## src/rtl/unsig_narrow.sv

```systemverilog
// Unsigned width down-converter: one DATA_WIDTH word in, LS-first OUTPUT_WIDTH slices out.
// Latency: slice 0 appears the cycle after the word is accepted; one slice per cycle after that.
// Backpressure: out_ready low freezes the current slice; a new word is taken only while idle or on the final slice.
// Optional build macro UNSIG_NARROW_ZSKIP_EN: stop after the highest nonzero slice (zero word -> one slice).
module unsig_narrow #(
   parameter int DATA_WIDTH   = 32,
   parameter int OUTPUT_WIDTH = 8
) (
   input  logic                    clk,
   input  logic                    rst,
   input  logic                    in_valid,
   output logic                    in_ready,
   input  logic [DATA_WIDTH-1:0]   din,
   output logic                    out_valid,
   input  logic                    out_ready,
   output logic [OUTPUT_WIDTH-1:0] dout,
   output logic                    out_last,
   output logic                    busy
);

   localparam int N  = DATA_WIDTH / OUTPUT_WIDTH;
   localparam int IW = $clog2(N);

   typedef enum logic {
      IDLE = 1'b0,
      SEND = 1'b1
   } state_t;

   state_t                  state;
   state_t                  state_nxt;
   logic [DATA_WIDTH-1:0]   sr;
   logic [IW-1:0]           idx;
   logic [IW-1:0]           lidx;
   logic [IW-1:0]           lidx_new;
   logic                    in_acc;
   logic                    out_acc;

   // Final slice index for the word currently presented on din
   always_comb begin
`ifdef UNSIG_NARROW_ZSKIP_EN
      lidx_new = '0;
      for (int i = 1; i < N; i++) begin
         if (din[i*OUTPUT_WIDTH +: OUTPUT_WIDTH] != '0) begin
            lidx_new = IW'(i);
         end
      end
`else
      lidx_new = IW'(N - 1);
`endif
   end

   // Handshake outputs, all derived from held state except in_ready's out_ready path
   always_comb begin
      out_valid = 1'b0;
      out_last  = 1'b0;
      dout      = '0;
      busy      = 1'b0;
      if (state == SEND) begin
         out_valid = 1'b1;
         out_last  = (idx == lidx);
         dout      = sr[OUTPUT_WIDTH-1:0];
         busy      = 1'b1;
      end
      out_acc  = out_valid && out_ready;
      in_ready = (state == IDLE) || (out_acc && out_last);
      in_acc   = in_valid && in_ready;
   end

   // Next state: the completing slice can hand straight over to the next word
   always_comb begin
      state_nxt = state;
      case (state)
         IDLE: begin
            if (in_valid) begin
               state_nxt = SEND;
            end
         end
         SEND: begin
            if (out_acc && out_last) begin
               state_nxt = in_valid ? SEND : IDLE;
            end
         end
         default: state_nxt = IDLE;
      endcase
   end

   // State, shift register and slice counters
   always_ff @(posedge clk or posedge rst) begin
      if (rst) begin
         state <= IDLE;
         sr    <= '0;
         idx   <= '0;
         lidx  <= '0;
      end else begin
         state <= state_nxt;
         if (in_acc) begin
            sr   <= din;
            idx  <= '0;
            lidx <= lidx_new;
         end else if (out_acc && !out_last) begin
            sr  <= sr >> OUTPUT_WIDTH;
            idx <= idx + IW'(1);
         end
      end
   end

endmodule

```

## config.mk

```make
export PLATFORM = sky130hd
export DESIGN_NAME = unsig_narrow
export DESIGN_NICKNAME = d
export VERILOG_FILES = /design/src/rtl/unsig_narrow.sv
export SDC_FILE = /design/constraint.sdc
export NUM_CORES = 1
export LEC_CHECK = 0
export BUFFER_PORTS_ARGS = -buffer_cell sky130_fd_sc_hd__buf_2
export CAP_MARGIN = 10
export CELL_PAD_IN_SITES_DETAIL_PLACEMENT = 0
export CELL_PAD_IN_SITES_GLOBAL_PLACEMENT = 1
export CORE_UTILIZATION = 35
export CTS_CLUSTER_SIZE = 30
export DETAILED_ROUTE_END_ITERATION = 16
export PLACE_DENSITY = 0.73
export SLEW_MARGIN = 30
export SYNTH_ARGS = -nofsm -noshare
export SYNTH_HDL_FRONTEND = slang
export SYNTH_SLANG_ARGS = --single-unit
export TNS_END_PERCENT = 1
```

## constraint.sdc

```tcl
create_clock -name clk -period 1.6 [get_ports clk]
set_clock_uncertainty 0.05 [all_clocks]
set_input_delay 0.32 -clock clk [delete_from_list [all_inputs] [get_ports clk]]
set_output_delay 0.32 -clock clk [all_outputs]
set_load 0.02 [all_outputs]
```

==> metrics.txt, run 1 <==
# TYPE chip_impl_metric gauge
chip_impl_metric{name="ff_latch_area",unit="sq um"} 902
chip_impl_metric{name="avgRoutedWirePerCell",unit="microns"} 15.8
chip_impl_metric{name="synth_area",unit="sq mm"} 0.00186
chip_impl_info{name="critPathCaptureType",value="output pin"} 1
chip_impl_metric{name="cp_slowest_stage_delay",unit="ns"} 0.56
chip_impl_info{name="timing.setup.critical_path_class",value="reg -> out"} 1
chip_impl_metric{name="timing.max_slew.rel_slack",unit="%"} 68.9
chip_impl_metric{name="place.detailed.instances",unit=""} 290
chip_impl_metric{name="final.period_utilization",unit="%"} 113
chip_impl_metric{name="core",unit="sq mm"} 0.00511
chip_impl_metric{name="clk-insertion-delay-late",unit="ns"} 0.28
chip_impl_metric{name="numnets_final",unit=""} 268
chip_impl_metric{name="sw_frac_of_total",unit="%"} 35.4
chip_impl_info{name="violations",value="negative setup slack"} 1
chip_impl_info{name="hold_path.class",value="in -> async"} 1
chip_impl_metric{name="r2r.worst_path.cells",unit=""} 5
chip_impl_metric{name="ys_seq_elements",unit=""} 36
chip_impl_metric{name="antenna_left",unit=""} 0
chip_impl_metric{name="powerDensity",unit="mW/mm^2"} 1600
chip_impl_metric{name="antenna-diode-count",unit=""} 0
chip_impl_metric{name="final_gp_congestion",unit=""} 0.779
chip_impl_metric{name="total_leakage_power",unit="nW"} 1.14
chip_impl_metric{name="vias_per_cell",unit=""} 5.38
chip_impl_metric{name="global_route.overflow_total",unit=""} 0
chip_impl_metric{name="hpwlAfterDp",unit="microns"} 3260
chip_impl_info{name="synth_top_family_by_area",value="compound AO/OA/AOI/OAI gates"} 1
chip_impl_metric{name="data_arrival_critical_path",unit="ns"} 1.44
chip_impl_metric{name="wirelength",unit="microns"} 4770
chip_impl_info{name="final_cell_mix",value="40 x sky130_fd_sc_hd__buf_2, 35 x sky130_fd_sc_hd__dfrtp_1, 22 x sky130_fd_sc_hd__nor4b_1, 22 x sky130_fd_sc_hd__buf_4, 20 x sky130_fd_sc_hd__a221o_2"} 1
chip_impl_info{name="status",value="finished with violations"} 1
chip_impl_metric{name="dpl-instance-area",unit="sq mm"} 0.00231
chip_impl_metric{name="post_synth_inst_count",unit=""} 166
chip_impl_info{name="root_buffer",value="sky130_fd_sc_hd__clkbuf_8"} 1
chip_impl_metric{name="drcViolationCount",unit=""} 0
chip_impl_metric{name="cts-hold-fix-buffers",unit=""} 0
chip_impl_metric{name="cp.buffers_inverters",unit=""} 1
chip_impl_metric{name="fmax",unit="MHz"} 553
chip_impl_metric{name="worst_ir_drop_vdd",unit="uV"} 646
chip_impl_metric{name="yosysSeqAreaShare",unit="%"} 48.5
chip_impl_metric{name="synth.mux.area_fraction",unit="%"} 0
chip_impl_metric{name="synth_top_area_share",unit="%"} 48.5
chip_impl_metric{name="switchingPower",unit="W"} 0.00144
chip_impl_metric{name="synth_compound_gate_area_share",unit="%"} 22.9
chip_impl_metric{name="syn_avg_cell_area",unit="sq um"} 11.2
chip_impl_metric{name="critPathRequiredTime",unit="ns"} 1.23
chip_impl_metric{name="grt_pass1_wl",unit="microns"} 7600
chip_impl_metric{name="numClockSinks",unit=""} 36
chip_impl_metric{name="fp.dieArea",unit="sq mm"} 0.00561
chip_impl_metric{name="fin_area",unit="sq mm"} 0.00255
chip_impl_metric{name="finalMaxSlewViolations",unit=""} 0
chip_impl_metric{name="share_clk_of_total_power",unit="%"} 14.7
chip_impl_info{name="final_common_cell",value="sky130_fd_sc_hd__buf_2"} 1
chip_impl_metric{name="synth-adder-area-share",unit="%"} 0
chip_impl_info{name="path_delay_family",value="simple AND/OR/NAND/NOR gates"} 1
chip_impl_metric{name="multiInputGateArea",unit="sq um"} 886
chip_impl_info{name="crit_chain",value="or4b_4 > nand3_2 > buf_6"} 1
chip_impl_metric{name="p_int",unit="W"} 0.00264
chip_impl_metric{name="detail_route.first_pass.iterations",unit=""} 4
chip_impl_metric{name="finalSetupViolations",unit=""} 28
chip_impl_info{name="cts_tree",value="built"} 1
chip_impl_metric{name="antenna_violations_before_repair",unit=""} 0
chip_impl_metric{name="tritoncts.num_buffers",unit=""} 5
chip_impl_metric{name="power_frac_seq",unit="%"} 35.2
chip_impl_metric{name="synth-warning-count",unit=""} 0
chip_impl_info{name="synth_largest_area_cell",value="sky130_fd_sc_hd__dfrtp_1"} 1
chip_impl_info{name="timing.critical_path.from_type",value="flip-flop"} 1
chip_impl_metric{name="drt_iter0_drc",unit=""} 107
chip_impl_metric{name="drv.max_cap_violation_count",unit=""} 0
chip_impl_metric{name="ctsLongestPathBuffers",unit=""} 2
chip_impl_metric{name="clk_pin_slew_worst_paths",unit="ns"} 0.07
chip_impl_metric{name="post_synth_and_or_nand_nor_area_fraction",unit="%"} 21.8
chip_impl_metric{name="buffer_ports.inserted",unit=""} 47
chip_impl_metric{name="cp_num_cells",unit=""} 3
chip_impl_metric{name="stdcell_count",unit=""} 302
chip_impl_info{name="post_synth_main_area_contributors",value="sky130_fd_sc_hd__dfrtp_1 48%, sky130_fd_sc_hd__a221o_2 12%, sky130_fd_sc_hd__nor4b_1 10%"} 1
chip_impl_metric{name="synthXorXnorAreaFrac",unit="%"} 0
chip_impl_metric{name="final_layout_size_suffix_gt1_share",unit="%"} 53.9
chip_impl_info{name="cp_slowest_cell",value="sky130_fd_sc_hd__or4b_4"} 1
chip_impl_metric{name="floorplan.initialDensity",unit="%"} 36.4
chip_impl_info{name="rsz_0062_raised_after_global_routing",value="true"} 1
chip_impl_metric{name="critPathMaxFanout",unit=""} 2
chip_impl_metric{name="grtUsageTotal",unit="%"} 18.1
chip_impl_metric{name="max_slew.worst_pin.slew",unit="ns"} 0.467
chip_impl_metric{name="fill_cells",unit=""} 483
chip_impl_metric{name="num_vias",unit=""} 1624
chip_impl_metric{name="grt_max_degree",unit=""} 37
chip_impl_metric{name="number_of_placed_i_o_pins",unit=""} 48
chip_impl_metric{name="vias_in_the_first_global_route",unit=""} 1540
chip_impl_metric{name="floorplan.die.width",unit="microns"} 74.9
chip_impl_metric{name="dieHeight",unit="microns"} 74.9
chip_impl_metric{name="h-tree-depth",unit=""} 2
chip_impl_metric{name="floorplan.rows",unit=""} 26
chip_impl_metric{name="layout-area-overhead-vs-synth",unit="%"} 37.0
chip_impl_metric{name="setup_tns",unit="ns"} -3.48
chip_impl_metric{name="layout_setup_ws",unit="ns"} -0.210
chip_impl_metric{name="mappedNetlistNets",unit=""} 202
chip_impl_metric{name="period_needed",unit="ns"} 1.81
chip_impl_metric{name="synth.lib_cells_used.distinct",unit=""} 36
chip_impl_metric{name="combPwrFrac",unit="%"} 50.1
chip_impl_metric{name="final-hold-violation-count",unit=""} 0
[logic make-up after synthesis]
group / Yosys count
AND/OR/NAND/NOR: 56
AO/OA/AOI/OAI: 50
flip-flops: 36
buffers and inverters: 24
[final timing paths]
check                                    start                 end  slack (ns)
max                        lidx[0]$_DFFE_PP0P_            in_ready       -0.21
min                                        rst   sr[3]$_DFFE_PP0P_        0.09
max reg2reg                 idx[0]$_DFFE_PP0P_   sr[8]$_DFFE_PP0P_       -0.13
min reg2reg                  sr[5]$_DFFE_PP0P_   sr[5]$_DFFE_PP0P_        0.46
max in group asynchronous                  rst     state$_DFF_PP0_        1.07
min in group clk                       din[10]  sr[10]$_DFFE_PP0P_        0.22
[sequential cells by signal, indices dropped and copies added, names as in the netlist]
register / cells
lidx: 1
idx: 2
state: 1
sr: 32
[power groups by stage]
stage               Combinational, W  Clock [W]  Sequential (W)
floorplan                    0.00127          0         0.00134
detailed placement           0.00178          0         0.00144
finish                       0.00205   0.000599         0.00144
global placement             0.00177          0         0.00144
global route                 0.00222   0.000663         0.00147
CTS                          0.00188   0.000621         0.00142
[worst min-delay path, cell delays in order]
cell	delay [ns]
sky130_fd_sc_hd__buf_2	0.09
sky130_fd_sc_hd__inv_1	0.04
sky130_fd_sc_hd__buf_4	0.40
[repair_timing]
action,4_1_cts,5_1_grt
resized for setup,7,28
endpoints found under the setup margin,34,44
hold endpoints to repair,0,0
setup buffers,5,0
pin swaps,5,10
[final cells by class]
cell class	count	share of cell area, %
clock inverters	1	0.196
flip-flops and latches	36	35.4
clock buffers	6	2.85
repair buffers	78	22.6
inverters	5	0.737
multi-input cells	106	34.8
well taps	70	3.44
[per-layer routing]
layer	part of all wire [%]	GRT usage (%)
met3	5.7	4.15
met5	0	0
met4	0.80	4.40
met2	46	26.9
met1	48	26.6
[Yosys cell counts]
master and count:
sky130_fd_sc_hd__clkbuf_1 5, sky130_fd_sc_hd__a31o_2 1, sky130_fd_sc_hd__nor4b_1 22, sky130_fd_sc_hd__buf_2 7, sky130_fd_sc_hd__a221o_2 20, sky130_fd_sc_hd__or4b_4 1
sky130_fd_sc_hd__nor2b_1 1, sky130_fd_sc_hd__dfrtp_1 36, sky130_fd_sc_hd__nor4_1 2, sky130_fd_sc_hd__or2_2 1, sky130_fd_sc_hd__nor3b_1 1, sky130_fd_sc_hd__o21a_1 1
sky130_fd_sc_hd__or4_1 1, sky130_fd_sc_hd__nand2_1 2, sky130_fd_sc_hd__and3_2 1, sky130_fd_sc_hd__a21o_2 1, sky130_fd_sc_hd__buf_1 2, sky130_fd_sc_hd__nand4b_1 1
sky130_fd_sc_hd__inv_1 4, sky130_fd_sc_hd__and2_1 8, sky130_fd_sc_hd__nand4_1 1, sky130_fd_sc_hd__nand2b_1 1, sky130_fd_sc_hd__o21ai_0 9, sky130_fd_sc_hd__buf_4 1
sky130_fd_sc_hd__or3_1 2, sky130_fd_sc_hd__a31oi_4 1, sky130_fd_sc_hd__a221o_1 2, sky130_fd_sc_hd__nor3_2 1, sky130_fd_sc_hd__o2111ai_1 2, sky130_fd_sc_hd__a221oi_1 2
sky130_fd_sc_hd__nand3_1 9, sky130_fd_sc_hd__buf_6 3, sky130_fd_sc_hd__clkbuf_2 1, sky130_fd_sc_hd__nor3_1 1, sky130_fd_sc_hd__clkinv_1 1, sky130_fd_sc_hd__a21oi_1 11
[through the flow]
stage          total power, W  utilization, %  hold WS [ns]  setup WS, ns
3_5_place_dp          0.00322            45.3         0.407       -0.0519
4_1_cts               0.00392            48.1         0.104        -0.193
3_3_place_gp          0.00321            45.3         0.401       -0.0376
6_report              0.00408            49.9        0.0887        -0.210
2_1_floorplan         0.00261               -         0.414       -0.0902
5_1_grt               0.00436            49.9         0.125        -0.254
(Power assumes the default switching activity.)
==> run 2: changes to the inputs <==
--- a/config.mk
+++ b/config.mk
@@ -5,14 +5,16 @@
 export SDC_FILE = /design/constraint.sdc
 export NUM_CORES = 1
 export LEC_CHECK = 0
+export ABC_AREA = 1
 export BUFFER_PORTS_ARGS = -buffer_cell sky130_fd_sc_hd__buf_2
 export CAP_MARGIN = 10
 export CELL_PAD_IN_SITES_DETAIL_PLACEMENT = 0
 export CELL_PAD_IN_SITES_GLOBAL_PLACEMENT = 1
-export CORE_UTILIZATION = 35
+export CORE_UTILIZATION = 34
 export CTS_CLUSTER_SIZE = 30
 export DETAILED_ROUTE_END_ITERATION = 16
-export PLACE_DENSITY = 0.73
+export PLACE_DENSITY = 0.75
+export RECOVER_POWER = 25
 export SLEW_MARGIN = 30
 export SYNTH_ARGS = -nofsm -noshare
 export SYNTH_HDL_FRONTEND = slang
==> metrics.txt, run 2 <==
# TYPE chip_impl_metric gauge
chip_impl_metric{name="final_gp_congestion",unit=""} 0.804
chip_impl_info{name="hold_path.class",value="in -> reg"} 1
chip_impl_metric{name="worst_ir_drop_vdd",unit="uV"} 660
chip_impl_info{name="timing.critical_path.from_type",value="flip-flop"} 1
chip_impl_metric{name="r2r.worst_path.cells",unit=""} 8
chip_impl_metric{name="final_layout_size_suffix_gt1_share",unit="%"} 29.3
chip_impl_metric{name="hold_depth",unit=""} 3
chip_impl_info{name="cts_tree",value="built"} 1
chip_impl_metric{name="syn_avg_cell_area",unit="sq um"} 8.34
chip_impl_metric{name="largest_register_ffs",unit=""} 32
chip_impl_metric{name="critPathMaxFanout",unit=""} 3
chip_impl_metric{name="antenna_violations_before_repair",unit=""} 0
chip_impl_metric{name="antenna-diode-count",unit=""} 0
chip_impl_metric{name="ctsLongestPathBuffers",unit=""} 2
chip_impl_metric{name="finalSetupViolations",unit=""} 1
chip_impl_metric{name="dpl-instance-area",unit="sq mm"} 0.00213
chip_impl_metric{name="stdcell_count",unit=""} 343
chip_impl_info{name="top_regs",value="sr (32), idx (2)"} 1
chip_impl_metric{name="yosysSeqAreaShare",unit="%"} 48.9
chip_impl_metric{name="tritoncts.num_buffers",unit=""} 5
chip_impl_metric{name="detail_route.first_pass.iterations",unit=""} 4
chip_impl_info{name="root_buffer",value="sky130_fd_sc_hd__clkbuf_8"} 1
chip_impl_metric{name="global_route.overflow_total",unit=""} 0
chip_impl_metric{name="total_power",unit="W"} 0.00370
chip_impl_metric{name="post_synth_inst_count",unit=""} 221
chip_impl_metric{name="fp.dieArea",unit="sq mm"} 0.00572
chip_impl_metric{name="vias_per_cell",unit=""} 4.60
chip_impl_metric{name="floorplan.rows",unit=""} 26
chip_impl_metric{name="mappedNetlistNets",unit=""} 257
chip_impl_metric{name="clk-insertion-delay-late",unit="ns"} 0.29
chip_impl_metric{name="layout-area-overhead-vs-synth",unit="%"} 22.6
chip_impl_info{name="reg2reg_from",value="idx[0]$_DFFE_PP0P_"} 1
chip_impl_metric{name="finalMaxSlewViolations",unit=""} 0
chip_impl_metric{name="buffer_ports.inserted",unit=""} 47
chip_impl_metric{name="ys_seq_elements",unit=""} 36
chip_impl_info{name="status",value="finished with violations"} 1
chip_impl_metric{name="floorplan.die.width",unit="microns"} 75.6
chip_impl_metric{name="layout_setup_ws",unit="ns"} -0.0576
chip_impl_info{name="timing.setup.critical_path_class",value="reg -> out"} 1
chip_impl_metric{name="clk_pin_slew_worst_paths",unit="ns"} 0.08
chip_impl_metric{name="powerDensity",unit="mW/mm^2"} 1640
chip_impl_info{name="hold_path_startpoint",value="din[27]"} 1
chip_impl_metric{name="rrSetupSlack",unit="ns"} 0.04
chip_impl_metric{name="synth-warning-count",unit=""} 0
chip_impl_metric{name="dieHeight",unit="microns"} 75.6
chip_impl_metric{name="grt_max_degree",unit=""} 37
chip_impl_metric{name="max_slew.worst_pin.slew",unit="ns"} 0.900
chip_impl_metric{name="final.period_utilization",unit="%"} 104
chip_impl_metric{name="numClockSinks",unit=""} 36
chip_impl_info{name="netlist_top_cells_count",value="80 x sky130_fd_sc_hd__nand3_1, 57 x sky130_fd_sc_hd__nand2_1, 36 x sky130_fd_sc_hd__dfrtp_1"} 1
chip_impl_info{name="final_cell_mix",value="80 x sky130_fd_sc_hd__nand3_1, 57 x sky130_fd_sc_hd__nand2_1, 45 x sky130_fd_sc_hd__buf_2"} 1
chip_impl_metric{name="avgRoutedWirePerCell",unit="microns"} 12.2
chip_impl_metric{name="final-hold-violation-count",unit=""} 0
chip_impl_metric{name="wirelength",unit="microns"} 4200
chip_impl_metric{name="number_of_placed_i_o_pins",unit=""} 48
chip_impl_metric{name="synth.lib_cells_used.distinct",unit=""} 19
chip_impl_metric{name="numnets_final",unit=""} 308
chip_impl_metric{name="timing.max_slew.rel_slack",unit="%"} 40.0
chip_impl_metric{name="synth_edf_count",unit=""} 0
chip_impl_metric{name="drv.max_cap_violation_count",unit=""} 0
chip_impl_metric{name="drcViolationCount",unit=""} 0
chip_impl_metric{name="setup_tns",unit="ns"} -0.0576
chip_impl_info{name="synth_largest_area_cell",value="sky130_fd_sc_hd__dfrtp_1"} 1
chip_impl_metric{name="drt_iter0_drc",unit=""} 136
chip_impl_metric{name="fin_area",unit="sq mm"} 0.00226
chip_impl_info{name="final_common_cell",value="sky130_fd_sc_hd__nand3_1"} 1
chip_impl_metric{name="core",unit="sq mm"} 0.00517
chip_impl_metric{name="critPathRequiredTime",unit="ns"} 1.23
chip_impl_info{name="startpoint",value="idx[0]$_DFFE_PP0P_"} 1
chip_impl_info{name="critPathCaptureType",value="output pin"} 1
chip_impl_info{name="post_synth_main_area_contributors",value="sky130_fd_sc_hd__dfrtp_1 49%, sky130_fd_sc_hd__nand3_1 22%, sky130_fd_sc_hd__nand2_1 12%"} 1
chip_impl_metric{name="final.hold.worst_slack",unit="ns"} 0.174
chip_impl_metric{name="async_flop_share",unit="%"} 100
chip_impl_metric{name="fmax",unit="MHz"} 603
chip_impl_metric{name="synth_area",unit="sq mm"} 0.00184
chip_impl_metric{name="h-tree-depth",unit=""} 2
chip_impl_info{name="hold_worst_path_end",value="sr[27]$_DFFE_PP0P_"} 1
chip_impl_info{name="synth_most_common_cell",value="sky130_fd_sc_hd__nand3_1"} 1
chip_impl_metric{name="synth_top_area_share",unit="%"} 48.9
chip_impl_metric{name="data_arrival_critical_path",unit="ns"} 1.29
chip_impl_metric{name="vias_in_the_first_global_route",unit=""} 1557
chip_impl_info{name="critical_path.reg2reg.endpoint",value="sr[4]$_DFFE_PP0P_"} 1
chip_impl_metric{name="place.detailed.instances",unit=""} 332
chip_impl_info{name="largest_register",value="sr"} 1
chip_impl_metric{name="period_needed",unit="ns"} 1.66
chip_impl_metric{name="hpwlAfterDp",unit="microns"} 2830
chip_impl_metric{name="num_vias",unit=""} 1579
chip_impl_metric{name="floorplan.initialDensity",unit="%"} 35.6
chip_impl_info{name="violations",value="negative setup slack"} 1
chip_impl_info{name="yosys_most_used_dff",value="sky130_fd_sc_hd__dfrtp_1"} 1
chip_impl_info{name="rsz_0062_raised_after_global_routing",value="true"} 1
chip_impl_metric{name="antenna_left",unit=""} 0
chip_impl_metric{name="grtUsageTotal",unit="%"} 16.8
chip_impl_metric{name="grt_pass1_wl",unit="microns"} 7150
chip_impl_metric{name="total_leakage_power",unit="nW"} 1.24
-- run 2: critical path, cell delays in order, from the launching register on --
cell and delay (ns):
sky130_fd_sc_hd__dfrtp_1 0.42, sky130_fd_sc_hd__o21ai_2 0.19, sky130_fd_sc_hd__nand3_4 0.11, sky130_fd_sc_hd__o21ai_4 0.15
sky130_fd_sc_hd__buf_6 0.14
-- run 2: per-layer routing --
| metal | wire, microns | up-vias | global-route usage, % | part of all wire (%) |
|---|---|---|---|---|
| met5 | 0 | - | 0 | 0 |
| li1 | - | 822 | - | - |
| met2 | 1870 | 38 | 26.4 | 44 |
| met1 | 2110 | 715 | 23.3 | 50 |
| met4 | 35 | 0 | 4.32 | 0.83 |
| met3 | 189 | 4 | 4.37 | 4.5 |
-- run 2: worst max path at each step --
stage,to,depth (start not counted)
after floorplan,in_ready,4
after global placement,in_ready,4
after detailed placement,in_ready,4
after CTS,in_ready,4
after global routing,in_ready,4
final,in_ready,4
-- run 2: area by class of cell --
class / instances / area (sq um)
clock buffers: 5 / 68.8
clock inverters: 3 / 18.8
fillers: 548 / 2910
inverters: 21 / 82.6
multi-input cells: 149 / 731
flip-flops and latches: 36 / 903
well taps: 70 / 87.6
repair buffers: 59 / 368
-- run 2: through the flow --
step / setup slack [ns] / utilization, %
global placement: 0.104 / 41.1
floorplan: 0.0910 / -
detailed placement: 0.0679 / 41.1
finish: -0.0576 / 43.7
CTS: -0.128 / 43.6
global route: -0.126 / 43.7
-- run 2: cell families (layout without fill, tap and decap cells) --
group,count (synthesis),after routing,synth area share (%)
compound gates,4,4,2.04
buf+inv,36,88,11.5
flops,36,36,48.9
simple gates,145,145,37.6
-- run 2: power breakdown --
| group | internal [W] | leakage [nW] | switching (W) |
|---|---|---|---|
| Sequential | 0.00125 | 0.460 | 0.000206 |
| Clock | 0.000303 | 0.0479 | 0.000323 |
| Combinational | 0.000656 | 0.737 | 0.000971 |
| Total | 0.00220 | 1.24 | 0.00150 |
-- run 2: what timing repair did --
| item | CTS | global route |
|---|---|---|
| pin swaps | 3 | 3 |
| setup endpoints to repair | 10 | 43 |
| hold buffers | 0 | 0 |
| buffers inserted | 3 | 0 |
| resized for setup | 6 | 3 |
==> run 3: changes to the inputs <==
==> constraint.sdc (replaced) <==
create_clock -name clk -period 1.4 [get_ports clk]
set_clock_uncertainty 0.05 [all_clocks]
set_input_delay 0.28 -clock clk [delete_from_list [all_inputs] [get_ports clk]]
set_output_delay 0.28 -clock clk [all_outputs]
set_load 0.02 [all_outputs]
==> metrics.txt, run 3 (synthesized netlist as in run 2, its figures left out) <==
# TYPE chip_impl_metric gauge
chip_impl_metric{name="largest_register_ffs",unit=""} 32
chip_impl_info{name="timing.setup.critical_path_class",value="reg -> out"} 1
chip_impl_metric{name="final-hold-violation-count",unit=""} 0
chip_impl_metric{name="detail_route.first_pass.iterations",unit=""} 4
chip_impl_metric{name="cp_num_cells",unit=""} 4
chip_impl_info{name="reg2reg_from",value="idx[0]$_DFFE_PP0P_"} 1
chip_impl_metric{name="drcViolationCount",unit=""} 0
chip_impl_metric{name="finalMaxSlewViolations",unit=""} 0
chip_impl_metric{name="grt_pass1_wl",unit="microns"} 6990
chip_impl_metric{name="stdcell_count",unit=""} 351
chip_impl_metric{name="number_of_placed_i_o_pins",unit=""} 48
chip_impl_metric{name="cp.buffers_inverters",unit=""} 1
chip_impl_metric{name="global_route.overflow_total",unit=""} 0
chip_impl_metric{name="floorplan.rows",unit=""} 26
chip_impl_metric{name="grt_max_degree",unit=""} 37
chip_impl_metric{name="avgRoutedWirePerCell",unit="microns"} 11.8
chip_impl_metric{name="data_arrival_critical_path",unit="ns"} 1.34
chip_impl_info{name="status",value="finished with violations"} 1
chip_impl_metric{name="rrSetupSlack",unit="ns"} -0.15
chip_impl_metric{name="fmax",unit="MHz"} 597
chip_impl_metric{name="worst_ir_drop_vdd",unit="uV"} 650
chip_impl_metric{name="clk_pin_slew_worst_paths",unit="ns"} 0.07
chip_impl_metric{name="ctsLongestPathBuffers",unit=""} 2
chip_impl_metric{name="finalSetupViolations",unit=""} 46
chip_impl_metric{name="antenna_left",unit=""} 0
chip_impl_metric{name="buffer_ports.inserted",unit=""} 47
chip_impl_metric{name="tritoncts.num_buffers",unit=""} 5
chip_impl_info{name="root_buffer",value="sky130_fd_sc_hd__clkbuf_8"} 1
chip_impl_metric{name="fp.dieArea",unit="sq mm"} 0.00572
chip_impl_info{name="endpoint",value="in_ready"} 1
chip_impl_metric{name="floorplan.die.width",unit="microns"} 75.6
chip_impl_metric{name="vias_per_cell",unit=""} 4.60
chip_impl_info{name="hold_path.class",value="in -> reg"} 1
chip_impl_metric{name="clk-insertion-delay-late",unit="ns"} 0.29
chip_impl_metric{name="critPathMaxFanout",unit=""} 3
chip_impl_metric{name="fin_area",unit="sq mm"} 0.00237
chip_impl_info{name="violations",value="negative setup slack"} 1
chip_impl_metric{name="layout_setup_ws",unit="ns"} -0.275
chip_impl_metric{name="dieHeight",unit="microns"} 75.6
chip_impl_metric{name="final.period_utilization",unit="%"} 120
chip_impl_metric{name="vias_in_the_first_global_route",unit=""} 1509
chip_impl_metric{name="total_power",unit="W"} 0.00457
chip_impl_metric{name="period_needed",unit="ns"} 1.67
chip_impl_info{name="startpoint",value="idx[0]$_DFFE_PP0P_"} 1
chip_impl_info{name="critical_path.reg2reg.endpoint",value="sr[14]$_DFFE_PP0P_"} 1
chip_impl_info{name="timing.critical_path.from_type",value="flip-flop"} 1
chip_impl_metric{name="antenna-diode-count",unit=""} 0
chip_impl_metric{name="final_gp_congestion",unit=""} 0.724
chip_impl_metric{name="powerDensity",unit="mW/mm^2"} 1930
chip_impl_metric{name="antenna_violations_before_repair",unit=""} 0
chip_impl_metric{name="h-tree-depth",unit=""} 2
chip_impl_metric{name="r2r.worst_path.cells",unit=""} 8
chip_impl_metric{name="floorplan.initialDensity",unit="%"} 35.6
chip_impl_metric{name="numnets_final",unit=""} 316
chip_impl_info{name="crit_chain",value="o21ai_2 > nand3_4 > o21ai_4 > buf_6"} 1
chip_impl_info{name="final_common_cell",value="sky130_fd_sc_hd__nand3_1"} 1
chip_impl_metric{name="numClockSinks",unit=""} 36
chip_impl_metric{name="cp_slowest_stage_delay",unit="ns"} 0.42
chip_impl_info{name="largest_register",value="sr"} 1
chip_impl_metric{name="core",unit="sq mm"} 0.00517
chip_impl_metric{name="final_layout_size_suffix_gt1_share",unit="%"} 30.6
chip_impl_info{name="path_delay_family",value="flip-flops"} 1
chip_impl_info{name="rsz_0062_raised_after_global_routing",value="true"} 1
chip_impl_metric{name="max_slew.worst_pin.slew",unit="ns"} 0.504
chip_impl_info{name="critPathCaptureType",value="output pin"} 1
chip_impl_metric{name="layout-area-overhead-vs-synth",unit="%"} 28.5
chip_impl_metric{name="setup_tns",unit="ns"} -5.44
chip_impl_metric{name="drt_iter0_drc",unit=""} 63
chip_impl_metric{name="grtUsageTotal",unit="%"} 16.8
chip_impl_info{name="cts_tree",value="built"} 1
chip_impl_metric{name="timing.max_slew.rel_slack",unit="%"} 66.4
chip_impl_metric{name="place.detailed.instances",unit=""} 339
chip_impl_metric{name="dpl_worst_slack",unit="ns"} -0.0694
chip_impl_info{name="top_regs",value="sr (32), idx (2)"} 1
chip_impl_metric{name="dpl-instance-area",unit="sq mm"} 0.00222
chip_impl_metric{name="num_vias",unit=""} 1615
chip_impl_metric{name="hpwlAfterDp",unit="microns"} 2930
chip_impl_metric{name="total_leakage_power",unit="nW"} 1.30
chip_impl_metric{name="wirelength",unit="microns"} 4140
chip_impl_metric{name="critPathRequiredTime",unit="ns"} 1.07
chip_impl_info{name="final_cell_mix",value="80 x sky130_fd_sc_hd__nand3_1, 57 x sky130_fd_sc_hd__nand2_1, 45 x sky130_fd_sc_hd__buf_2"} 1
chip_impl_info{name="cp_slowest_cell",value="sky130_fd_sc_hd__dfrtp_1"} 1
chip_impl_metric{name="drv.max_cap_violation_count",unit=""} 0
-- run 3: changes by cell type in the layout (fill, tap and decap cells not counted), sizes merged --
cell         previous run  this run
bufinv                  0         1
clkinv                  3         2
buf                    58        65
dlygate4sd3             0         1
-- run 3: worst min path at each step --
stage / startpoint / end / cells after the start
6_report: din[30] / sr[30]$_DFFE_PP0P_ / 3
5_1_grt: din[30] / sr[30]$_DFFE_PP0P_ / 3
4_1_cts: din[28] / sr[28]$_DFFE_PP0P_ / 3
3_5_place_dp: rst / sr[7]$_DFFE_PP0P_ / 3
3_3_place_gp: rst / sr[7]$_DFFE_PP0P_ / 3
2_1_floorplan: din[24] / sr[24]$_DFFE_PP0P_ / 2
-- run 3: cell type report --
cell class	instances	area [sq um]
clock buffers	5	68.8
clock inverters	3	42.5
fillers	514	2800
inverters	21	82.6
multi-input cells	149	731
flip-flops and latches	36	902
well taps	70	87.6
repair buffers	67	454
-- run 3: tightest hold or removal path, cell delays in order --
cell                      delay [ns]
sky130_fd_sc_hd__buf_2          0.07
sky130_fd_sc_hd__nand2_1        0.04
sky130_fd_sc_hd__nand2_1        0.05
-- run 3: per-stage QoR --
stage                     util (%)  hold slack, ns
after floorplan                  -           0.347
after global placement        42.8           0.292
after detailed placement      42.8           0.296
after CTS                     45.9           0.128
after global routing          45.8           0.141
final                         45.8           0.134
-- run 3: repair_timing --
item	in CTS	in global routing
buffers inserted	2	1
hold buffers	1	0
setup endpoints to repair	45	48
pin swaps	3	2
endpoints found under the hold margin	36	0
gates resized for setup	8	0
-- run 3: power breakdown --
group | total, W | leakage (nW) | switching [W] | internal, W
registers | 0.00163 | 0.461 | 0.000216 | 0.00142
clock network | 0.000918 | 0.0541 | 0.000391 | 0.000527
logic | 0.00202 | 0.789 | 0.00113 | 0.000884
-- run 3: routing by layer --
layer / track usage, % / share of wire, % / vias to the layer above
met4: 6.17 / 1.6 / 0
met3: 4.37 / 4.9 / 6
li1: - / - / 840
met1: 23.0 / 48 / 724
met5: 0 / 0 / -
met2: 25.7 / 45 / 45
